File: config.mk
export PLATFORM = sky130hd
export DESIGN_NAME = uart_tx_arbiter
export DESIGN_NICKNAME = d
export VERILOG_FILES = /design/src/rtl/uart_tx_arbiter.sv
export SDC_FILE = /design/constraint.sdc
export NUM_CORES = 1
export LEC_CHECK = 0
export CELL_PAD_IN_SITES_DETAIL_PLACEMENT = 2
export CELL_PAD_IN_SITES_GLOBAL_PLACEMENT = 2
export CORE_AREA = 2 2 39 41
export CTS_BUF_LIST = sky130_fd_sc_hd__clkbuf_4
export CTS_CLUSTER_SIZE = 40
export DETAILED_ROUTE_END_ITERATION = 8
export DIE_AREA = 0 0 41 43
export GPL_TIMING_DRIVEN = 0
export HOLD_SLACK_MARGIN = 0.06
export MAX_ROUTING_LAYER = met4
export PLACE_DENSITY = 0.83
export SLEW_MARGIN = 20
export SYNTH_ARGS = -nofsm -noshare
export SYNTH_HDL_FRONTEND = slang
export SYNTH_SLANG_ARGS = --single-unit
File: constraint.sdc
create_clock -name clk -period 3.4 [get_ports clk]
set_input_delay 1.02 -clock clk [delete_from_list [all_inputs] [get_ports clk]]
set_output_delay 1.02 -clock clk [all_outputs]
set_load 0.02 [all_outputs]
File: src/rtl/uart_tx_arbiter.sv
// uart_tx_arbiter: round-robin owner of the shared UART transmitter.
// Picks a requester, drives the I/O multiplexor select, strobes tx_start,
// waits for tx_done_tick, then pulses ack to the granted requester.
// Optional feature macro: ARB_TIMEOUT_EN (WAIT-state watchdog with timeout_err).
module uart_tx_arbiter #(
    parameter int unsigned R         = 2,
    parameter int unsigned T         = 8,
    parameter int unsigned N         = 1,
    parameter int unsigned TO_CYCLES = 4096
) (
    input  logic         clk,
    input  logic         reset,
    input  logic [R-1:0] req,
    input  logic         tx_done_tick,
    output logic [N-1:0] selection,
    output logic         tx_start,
    output logic [R-1:0] ack,
    output logic         busy,
    output logic         timeout_err
);

    // Elaboration-time parameter sanity checks
    if (R < 2) begin : g_bad_r
        $error("uart_tx_arbiter: R must be at least 2");
    end
    if (N < $clog2(R)) begin : g_bad_n
        $error("uart_tx_arbiter: N too narrow for R");
    end
    if (T < 1) begin : g_bad_t
        $error("uart_tx_arbiter: T must be at least 1");
    end
    if (TO_CYCLES < 2) begin : g_bad_to
        $error("uart_tx_arbiter: TO_CYCLES must be at least 2");
    end

    typedef enum logic [1:0] {
        S_IDLE  = 2'd0,
        S_START = 2'd1,
        S_WAIT  = 2'd2,
        S_ACK   = 2'd3
    } state_t;

    state_t         state_q, state_d;
    logic [N-1:0]   grant_q, grant_d;
    logic [N-1:0]   ptr_q, ptr_d;
    logic [N-1:0]   sel_q, sel_d;
    logic           tx_start_q, tx_start_d;
    logic [R-1:0]   ack_q, ack_d;
    logic           busy_q, busy_d;
    logic           tout_q, tout_d;

`ifdef ARB_TIMEOUT_EN
    localparam int unsigned WDW = (TO_CYCLES > 2) ? $clog2(TO_CYCLES) : 1;
    logic [WDW-1:0] wdog_q, wdog_d;
`endif

    logic [R-1:0]   rot;
    logic [N:0]     sum;
    logic           pick_found;
    logic [N-1:0]   pick_idx;

    // Round-robin pick: rotate req so the pointer sits at bit 0, take the
    // first set bit, then map the offset back to an absolute index mod R.
    always_comb begin
        rot        = R'({req, req} >> ptr_q);
        sum        = '0;
        pick_found = 1'b0;
        pick_idx   = '0;
        for (int unsigned i = 0; i < R; i++) begin
            if (!pick_found && rot[i]) begin
                pick_found = 1'b1;
                sum        = {1'b0, ptr_q} + (N+1)'(i);
                if (sum >= (N+1)'(R)) begin
                    sum = sum - (N+1)'(R);
                end
                pick_idx = sum[N-1:0];
            end
        end
    end

    // Next-state and next-output computation; outputs are registered so
    // tx_start/ack/timeout_err appear exactly in the START/ACK state cycles.
    always_comb begin
        state_d    = state_q;
        grant_d    = grant_q;
        ptr_d      = ptr_q;
        sel_d      = sel_q;
        tx_start_d = 1'b0;
        ack_d      = '0;
        busy_d     = busy_q;
        tout_d     = 1'b0;
`ifdef ARB_TIMEOUT_EN
        wdog_d     = wdog_q;
`endif
        case (state_q)
            S_IDLE: begin
                if (pick_found) begin
                    grant_d    = pick_idx;
                    sel_d      = pick_idx;
                    tx_start_d = 1'b1;
                    busy_d     = 1'b1;
                    state_d    = S_START;
                end
            end
            S_START: begin
                state_d = S_WAIT;
`ifdef ARB_TIMEOUT_EN
                wdog_d  = '0;
`endif
            end
            S_WAIT: begin
                if (tx_done_tick) begin
                    state_d = S_ACK;
                    for (int unsigned i = 0; i < R; i++) begin
                        ack_d[i] = (grant_q == N'(i));
                    end
`ifdef ARB_TIMEOUT_EN
                end else if (wdog_q == WDW'(TO_CYCLES - 1)) begin
                    state_d = S_ACK;
                    tout_d  = 1'b1;
                    for (int unsigned i = 0; i < R; i++) begin
                        ack_d[i] = (grant_q == N'(i));
                    end
                end else begin
                    wdog_d = wdog_q + 1'b1;
`endif
                end
            end
            S_ACK: begin
                ptr_d   = (grant_q == N'(R - 1)) ? '0 : grant_q + 1'b1;
                busy_d  = 1'b0;
                state_d = S_IDLE;
            end
            default: begin
                state_d = S_IDLE;
                busy_d  = 1'b0;
            end
        endcase
    end

    // State and output registers with synchronous active-high reset
    always_ff @(posedge clk) begin
        if (reset) begin
            state_q    <= S_IDLE;
            grant_q    <= '0;
            ptr_q      <= '0;
            sel_q      <= '0;
            tx_start_q <= 1'b0;
            ack_q      <= '0;
            busy_q     <= 1'b0;
            tout_q     <= 1'b0;
`ifdef ARB_TIMEOUT_EN
            wdog_q     <= '0;
`endif
        end else begin
            state_q    <= state_d;
            grant_q    <= grant_d;
            ptr_q      <= ptr_d;
            sel_q      <= sel_d;
            tx_start_q <= tx_start_d;
            ack_q      <= ack_d;
            busy_q     <= busy_d;
            tout_q     <= tout_d;
`ifdef ARB_TIMEOUT_EN
            wdog_q     <= wdog_d;
`endif
        end
    end

    assign selection = sel_q;
    assign tx_start  = tx_start_q;
    assign ack       = ack_q;
    assign busy      = busy_q;
`ifdef ARB_TIMEOUT_EN
    assign timeout_err = tout_q;
`else
    assign timeout_err = 1'b0;
`endif

endmodule

==> flow_metrics.py, run 1 <==
metrics = {
    "power": {
        "p_leak_nw": 0.202,
        "p_seq_share_pct": 38.4,
        "power_frac_comb_pct": 39.6,
        "netSwitchingPower_w": 0.000126,
        "max-vdd-ir-drop_v": 0.000163,
        "net_sw_share_pct": 35.9,
        "internal_power_w": 0.000224,
        "p_per_area_nw_per_um2": 705,
        "share_clk_of_total_power_pct": 22.0,
    },
    "detailed_routing": {
        "postRouteWirelength_um": 856,
        "wire_per_inst_um": 12.8,
        "first_pass_iters": 2,
        "post_drt_via_cell_ratio": 4.67,
        "ant_nets": 0,
        "initialDrtViolationCount": 4,
        "drc": 0,
        "routed-via-count": 313,
    },
    "place": {
        "port_bufs": 8,
        "place.detailed.hpwl_um": 652,
        "finalWeightedCongestion": 0.660,
        "dp_area_um2": 473,
    },
    "logic_synthesis": {
        "complex_gate_fraction_of_the_synthesized_area_pct": 14.4,
        "synth_cells": 40,
        "synth_mux_area_share_pct": 5.37,
        "postSynthNetCount": 48,
        "syn-cell-area_um2": 373,
        "synth_edf_count": 0,
        "synthSimpleGateAreaFrac_pct": 19.8,
        "synth-warning-count": 0,
        "share_of_flip_flops_with_an_asynchronous_set_or_reset_pct": 0,
        "synth-xor-area-share_pct": 0,
        "synth_top_family_by_area": "simple AND/OR/NAND/NOR gates",
        "yosys.area_share.adder_pct": 10.1,
        "synth.avg_cell_area_um2": 9.32,
        "yosys.cell_types.count": 19,
        "synth-seq-cells": 8,
        "seq_area_frac_synth_pct": 43.0,
        "synthFlopType": "sky130_fd_sc_hd__dfxtp_1",
    },
    "floorplan": {
        "placement_rows": 14,
        "initial_utilization_pct": 26.9,
        "floorplan.die.height_um": 43,
        "design.die.area_um2": 1760,
        "design.portCount": 11,
        "die_width_um": 41,
        "core-area_um2": 1380,
    },
    "clock_tree": {
        "cts_tree": "done",
        "cts.clk_slew.worst_paths_ps": 60,
        "tritoncts.num_buffers": 3,
        "cts_max_level": 1,
        "max_root_sink_buffers": 2,
        "clock_root_buffer": "sky130_fd_sc_hd__clkbuf_4",
        "cts.repair_timing.setup_buffer_count": 0,
        "post_cts_resized": 0,
        "cts.sinks": 8,
        "post_cts_hold_buffer_count": 0,
        "clock_insertion_delay_worst_skew_ps": 260,
    },
    "critical_path": {
        "path_delay_family": "buffers and inverters",
        "crit_path_category": "flop to primary output",
        "max_stage_delay_ps": 630,
        "crit_path_end_kind": "primary output",
        "timing.critical_path.slowest_stage_cell": "sky130_fd_sc_hd__clkdlybuf4s50_1",
        "cp_data_required_time_ps": 2380,
        "start_kind": "flop",
        "critical_path_arrival_ps": 1270,
        "worstSetupPathDepth": 1,
        "worst-path-buf-inv": 1,
        "cp_cell_sequence": "clkdlybuf4s50_1",
        "reg2reg_depth": 5,
        "critical_path_peak_fanout": 4,
    },
    "sta": {
        "final_period_minus_worst_setup_slack_ps": 2290,
        "post-route-period-util_pct": 67.4,
        "maxClockFrequency_mhz": 436,
        "worst_clock_skew_ps": 2.16,
        "unrepaired_setup_endpoints_after_global_routing": "false",
        "fin_tns_setup_ps": 0,
        "final-hold-violation-count": 0,
        "timing_max_transition_violations_final": 0,
        "setup-violations-final": 0,
    },
    "hold_path": {
        "hold_class": "flop to flop",
        "worstHoldPathCells": 2,
    },
    "global_routing": {
        "gr-usage-all-layers_pct": 13.0,
        "grt_util_met2_pct": 18.8,
        "antenna_found_initial": 0,
        "overflow": 0,
        "met3_usage_pct": 6.28,
        "busiest_layer": "met2",
        "grt_first_pass_wirelength_um": 1380,
        "grt_pass1_vias": 329,
        "globalRouteMet1Util_pct": 13.6,
        "maximum_number_of_pins_on_one_net_before_global_route_repair": 11,
    },
    "cells_and_area": {
        "fin_area_um2": 495,
        "area.growth.synth_to_final_pct": 32.9,
        "final_nets": 61,
        "n_antenna_cell": 0,
        "post_route_cells_drive_above_1_share_pct": 15.7,
    },
    "run": {
        "drv_cap": 0,
    },
    "outcome": {
        "status": "finished, final reports clean",
    },
}
==> metrics by stage <==
stage | cells | setup WS [ps] | util [%] | hold slack (ps) | power [W]
6_report | 67 | 1110 | 35.8 | 503 | 0.000350
5_1_grt | 67 | 1040 | 35.8 | 546 | 0.000379
4_1_cts | 67 | 1090 | 35.8 | 516 | 0.000357
3_5_place_dp | 64 | 1320 | 34.2 | 499 | 0.000276
3_3_place_gp | 64 | 1320 | 34.2 | 478 | 0.000269
2_1_floorplan | 40 | 1920 | - | 451 | 0.000224
==> synthesized netlist by cell type, drive strengths merged (2+ instances only) <==
| cell type | n | area (um2) |
|---|---|---|
| nand2 | 2 | 7.51 |
| inv | 3 | 11.3 |
| ha | 3 | 37.5 |
| mux2i | 2 | 20.0 |
| nor2 | 6 | 25.0 |
| dfxtp | 8 | 160 |
| buf | 2 | 12.5 |
| nor3 | 2 | 10.0 |
| nand2b | 4 | 25.0 |
==> area by class of cell <==
class,instances,area [um2]
multi-input cells,27,189
plain buffers,2,12.5
repair buffers,8,80.1
clock buffers,3,22.5
inverters,3,11.3
flip-flops and latches,8,160
fillers,161,888
well taps,16,20.0
==> power by group through the flow <==
stage / Clock [W] / Combinational (W) / Sequential [W]
2_1_floorplan: 0 / 0.0000732 / 0.000151
3_3_place_gp: 0 / 0.000134 / 0.000136
3_5_place_dp: 0 / 0.000139 / 0.000137
4_1_cts: 0.0000803 / 0.000141 / 0.000135
5_1_grt: 0.0000864 / 0.000153 / 0.000139
6_report: 0.0000768 / 0.000138 / 0.000134
==> logic make-up after synthesis <==
logic type               Yosys count
AND/OR/NAND/NOR                   15
buffers and inverters              5
multiplexers                       2
other                              1
AO/OA/AOI/OAI                      6
flip-flops                         8
adder cells (fa/ha/maj)            3
==> path summary, 6_finish.rpt <==
check | from | endpoint | slack, ps
worst max-delay path | selection$_SDFFE_PP0P_ | selection | 1110
worst min-delay path | busy$_SDFFE_PP0P_ | busy$_SDFFE_PP0P_ | 500
worst max register to register | state_q[0]$_SDFFE_PP0P_ | state_q[1]$_SDFFE_PP0P_ | 2210
worst min register to register | busy$_SDFFE_PP0P_ | busy$_SDFFE_PP0P_ | 500
==> cells in the final DEF (no fill, tap or decap) <==
cell type	instances
sky130_fd_sc_hd__buf_4	1
sky130_fd_sc_hd__nor2_1	5
sky130_fd_sc_hd__a21boi_1	1
sky130_fd_sc_hd__o21ai_1	1
sky130_fd_sc_hd__dfxtp_1	8
sky130_fd_sc_hd__a32oi_1	1
sky130_fd_sc_hd__buf_2	1
sky130_fd_sc_hd__mux2i_1	2
sky130_fd_sc_hd__o21a_1	1
sky130_fd_sc_hd__nor2b_1	1
sky130_fd_sc_hd__nand2b_1	4
sky130_fd_sc_hd__nor2_2	1
sky130_fd_sc_hd__clkbuf_4	3
sky130_fd_sc_hd__a21oi_2	1
sky130_fd_sc_hd__nand2_1	2
sky130_fd_sc_hd__conb_1	1
sky130_fd_sc_hd__clkdlybuf4s50_1	8
sky130_fd_sc_hd__inv_1	3
sky130_fd_sc_hd__ha_1	3
sky130_fd_sc_hd__o32ai_2	1
sky130_fd_sc_hd__nor3_1	2
==> routing by layer <==
metal / wire (um) / part of all wire [%] / vias to the layer above
met5: 0 / 0 / -
met4: 16 / 1.9 / 0
met3: 37 / 4.3 / 2
met2: 431 / 50 / 10
met1: 370 / 43 / 150
li1: - / - / 151
==> registers in the layout, summed over array words and instances, names as in the netlist <==
name,flops
ack,2
busy,1
ptr_q,1
selection,1
state_q,2
tx_start,1
Power figures use the tool's default switching activity.
==> run 2: changes to the inputs <==
Settings changed: CORE_AREA 2 2 39 41 to default, CORE_MARGIN from default to 1.5, CORE_UTILIZATION from default to 27, DIE_AREA 0 0 41 43 to default, PLACE_DENSITY 0.83 to 0.8.
Clock period 3.4 ns to 2.28 ns, I/O delays scaled along.
==> flow_metrics.py, run 2 (synthesis results as in run 1) <==
metrics = {
    "detailed_routing": {
        "initialDrtViolationCount": 0,
        "drc": 0,
        "post_drt_via_cell_ratio": 4.58,
        "wire_per_inst_um": 12.4,
        "first_pass_iters": 1,
        "routed-via-count": 302,
        "postRouteWirelength_um": 818,
        "ant_nets": 0,
    },
    "sta": {
        "worst_clock_skew_ps": 1.31,
        "final-hold-violation-count": 0,
        "fin_tns_setup_ps": 0,
        "worst_hold_slack_ps": 492,
        "maxClockFrequency_mhz": 507,
        "unrepaired_setup_endpoints_after_global_routing": "false",
        "post-route-period-util_pct": 86.5,
        "final_period_minus_worst_setup_slack_ps": 1970,
        "setup-violations-final": 0,
        "timing_max_transition_violations_final": 0,
    },
    "floorplan": {
        "floorplan.die.height_um": 40.2,
        "design.portCount": 11,
        "die_width_um": 40.2,
        "initial_utilization_pct": 28.7,
        "design.die.area_um2": 1610,
        "core-area_um2": 1300,
        "placement_rows": 13,
    },
    "cells_and_area": {
        "post_route_cells_drive_above_1_share_pct": 15.7,
        "area.growth.synth_to_final_pct": 32.6,
        "final_nets": 61,
        "fin_area_um2": 494,
        "layout.cells.most_common_list": "sky130_fd_sc_hd__dfxtp_1, sky130_fd_sc_hd__clkdlybuf4s50_1, sky130_fd_sc_hd__nor2_1",
        "fillCellCount": 153,
        "n_antenna_cell": 0,
    },
    "clock_tree": {
        "cts_max_level": 1,
        "cts.repair_timing.setup_buffer_count": 0,
        "max_root_sink_buffers": 2,
        "cts.clk_slew.worst_paths_ps": 60,
        "cts.sinks": 8,
        "tritoncts.num_buffers": 3,
        "post_cts_hold_buffer_count": 0,
        "post_cts_resized": 0,
        "cts_tree": "done",
        "clock_insertion_delay_worst_skew_ps": 250,
        "clock_root_buffer": "sky130_fd_sc_hd__clkbuf_4",
    },
    "critical_path": {
        "critical_path_arrival_ps": 1290,
        "timing.critical_path.slowest_stage_cell": "sky130_fd_sc_hd__clkdlybuf4s50_1",
        "start_kind": "flop",
        "max_stage_delay_ps": 630,
        "worst-path-buf-inv": 1,
        "cp_cell_sequence": "clkdlybuf4s50_1",
        "crit_path_end_kind": "primary output",
        "crit_path_category": "flop to primary output",
        "critical_path_peak_fanout": 4,
        "cp_data_required_time_ps": 1600,
        "path_delay_family": "buffers and inverters",
    },
    "power": {
        "max-vdd-ir-drop_v": 0.000420,
        "p_leak_nw": 0.202,
        "p_per_area_nw_per_um2": 1040,
    },
    "hold_path": {
        "hold_class": "flop to flop",
    },
    "place": {
        "dp_area_um2": 472,
        "finalWeightedCongestion": 0.658,
        "place.detailed.hpwl_um": 636,
        "port_bufs": 8,
    },
    "outcome": {
        "status": "finished, final reports clean",
    },
    "global_routing": {
        "grt_first_pass_wirelength_um": 1180,
        "gr-usage-all-layers_pct": 12.7,
        "grt_pass1_vias": 280,
        "overflow": 0,
        "antenna_found_initial": 0,
        "maximum_number_of_pins_on_one_net_before_global_route_repair": 11,
    },
    "run": {
        "drv_cap": 0,
    },
}
[run 2: worst paths after layout]
| path | startpoint | endpoint | slack, ps | cells past startpoint |
|---|---|---|---|---|
| hold reg to reg | ptr_q$_SDFFE_PP0P_ | ptr_q$_SDFFE_PP0P_ | 490 | 2 |
| setup / recovery | selection$_SDFFE_PP0P_ | selection | 310 | 1 |
| hold / removal | ptr_q$_SDFFE_PP0P_ | ptr_q$_SDFFE_PP0P_ | 490 | 2 |
| setup reg to reg | state_q[0]$_SDFFE_PP0P_ | state_q[1]$_SDFFE_PP0P_ | 1100 | 5 |
[run 2: layout make-up]
type	count	area (um2)	area share, %
Multi-Input combinational cell	27	189	38.2
Sequential cell	8	160	32.4
Timing Repair Buffer	8	80.1	16.2
Clock buffer	3	22.5	4.56
Tap cell	15	18.8	3.80
Buffer	2	12.5	2.53
Inverter	3	11.3	2.28
[run 2: power breakdown]
group	switching, W	internal (W)	total [W]
clock network	0.0000524	0.0000605	0.000113
logic	0.000106	0.0000956	0.000201
registers	0.0000250	0.000177	0.000202
total	0.000183	0.000333	0.000516
[run 2: layer usage]
layer,vias to the layer above,GRT usage [%],wire [um]
li1,152,-,-
met1,142,14.6,398
met2,6,16.9,365
met3,2,3.33,36
met4,0,12.9,17
met5,-,-,0
[run 2: metrics by stage]
step	power, W	worst slack, ps	instances	utilization [%]
final	0.000516	307	66	38.0
after global routing	0.000554	279	66	38.0
after CTS	0.000522	321	66	38.0
after detailed placement	0.000410	514	63	36.3
after global placement	0.000402	548	63	36.3
after floorplan	0.000334	1130	40	-
==> run 3: changes to the inputs <==
Settings changed: SKIP_LAST_GASP from default to 1.
==> results of run 3 <==
Final layout, timing and power as in run 2 (identical DEF).
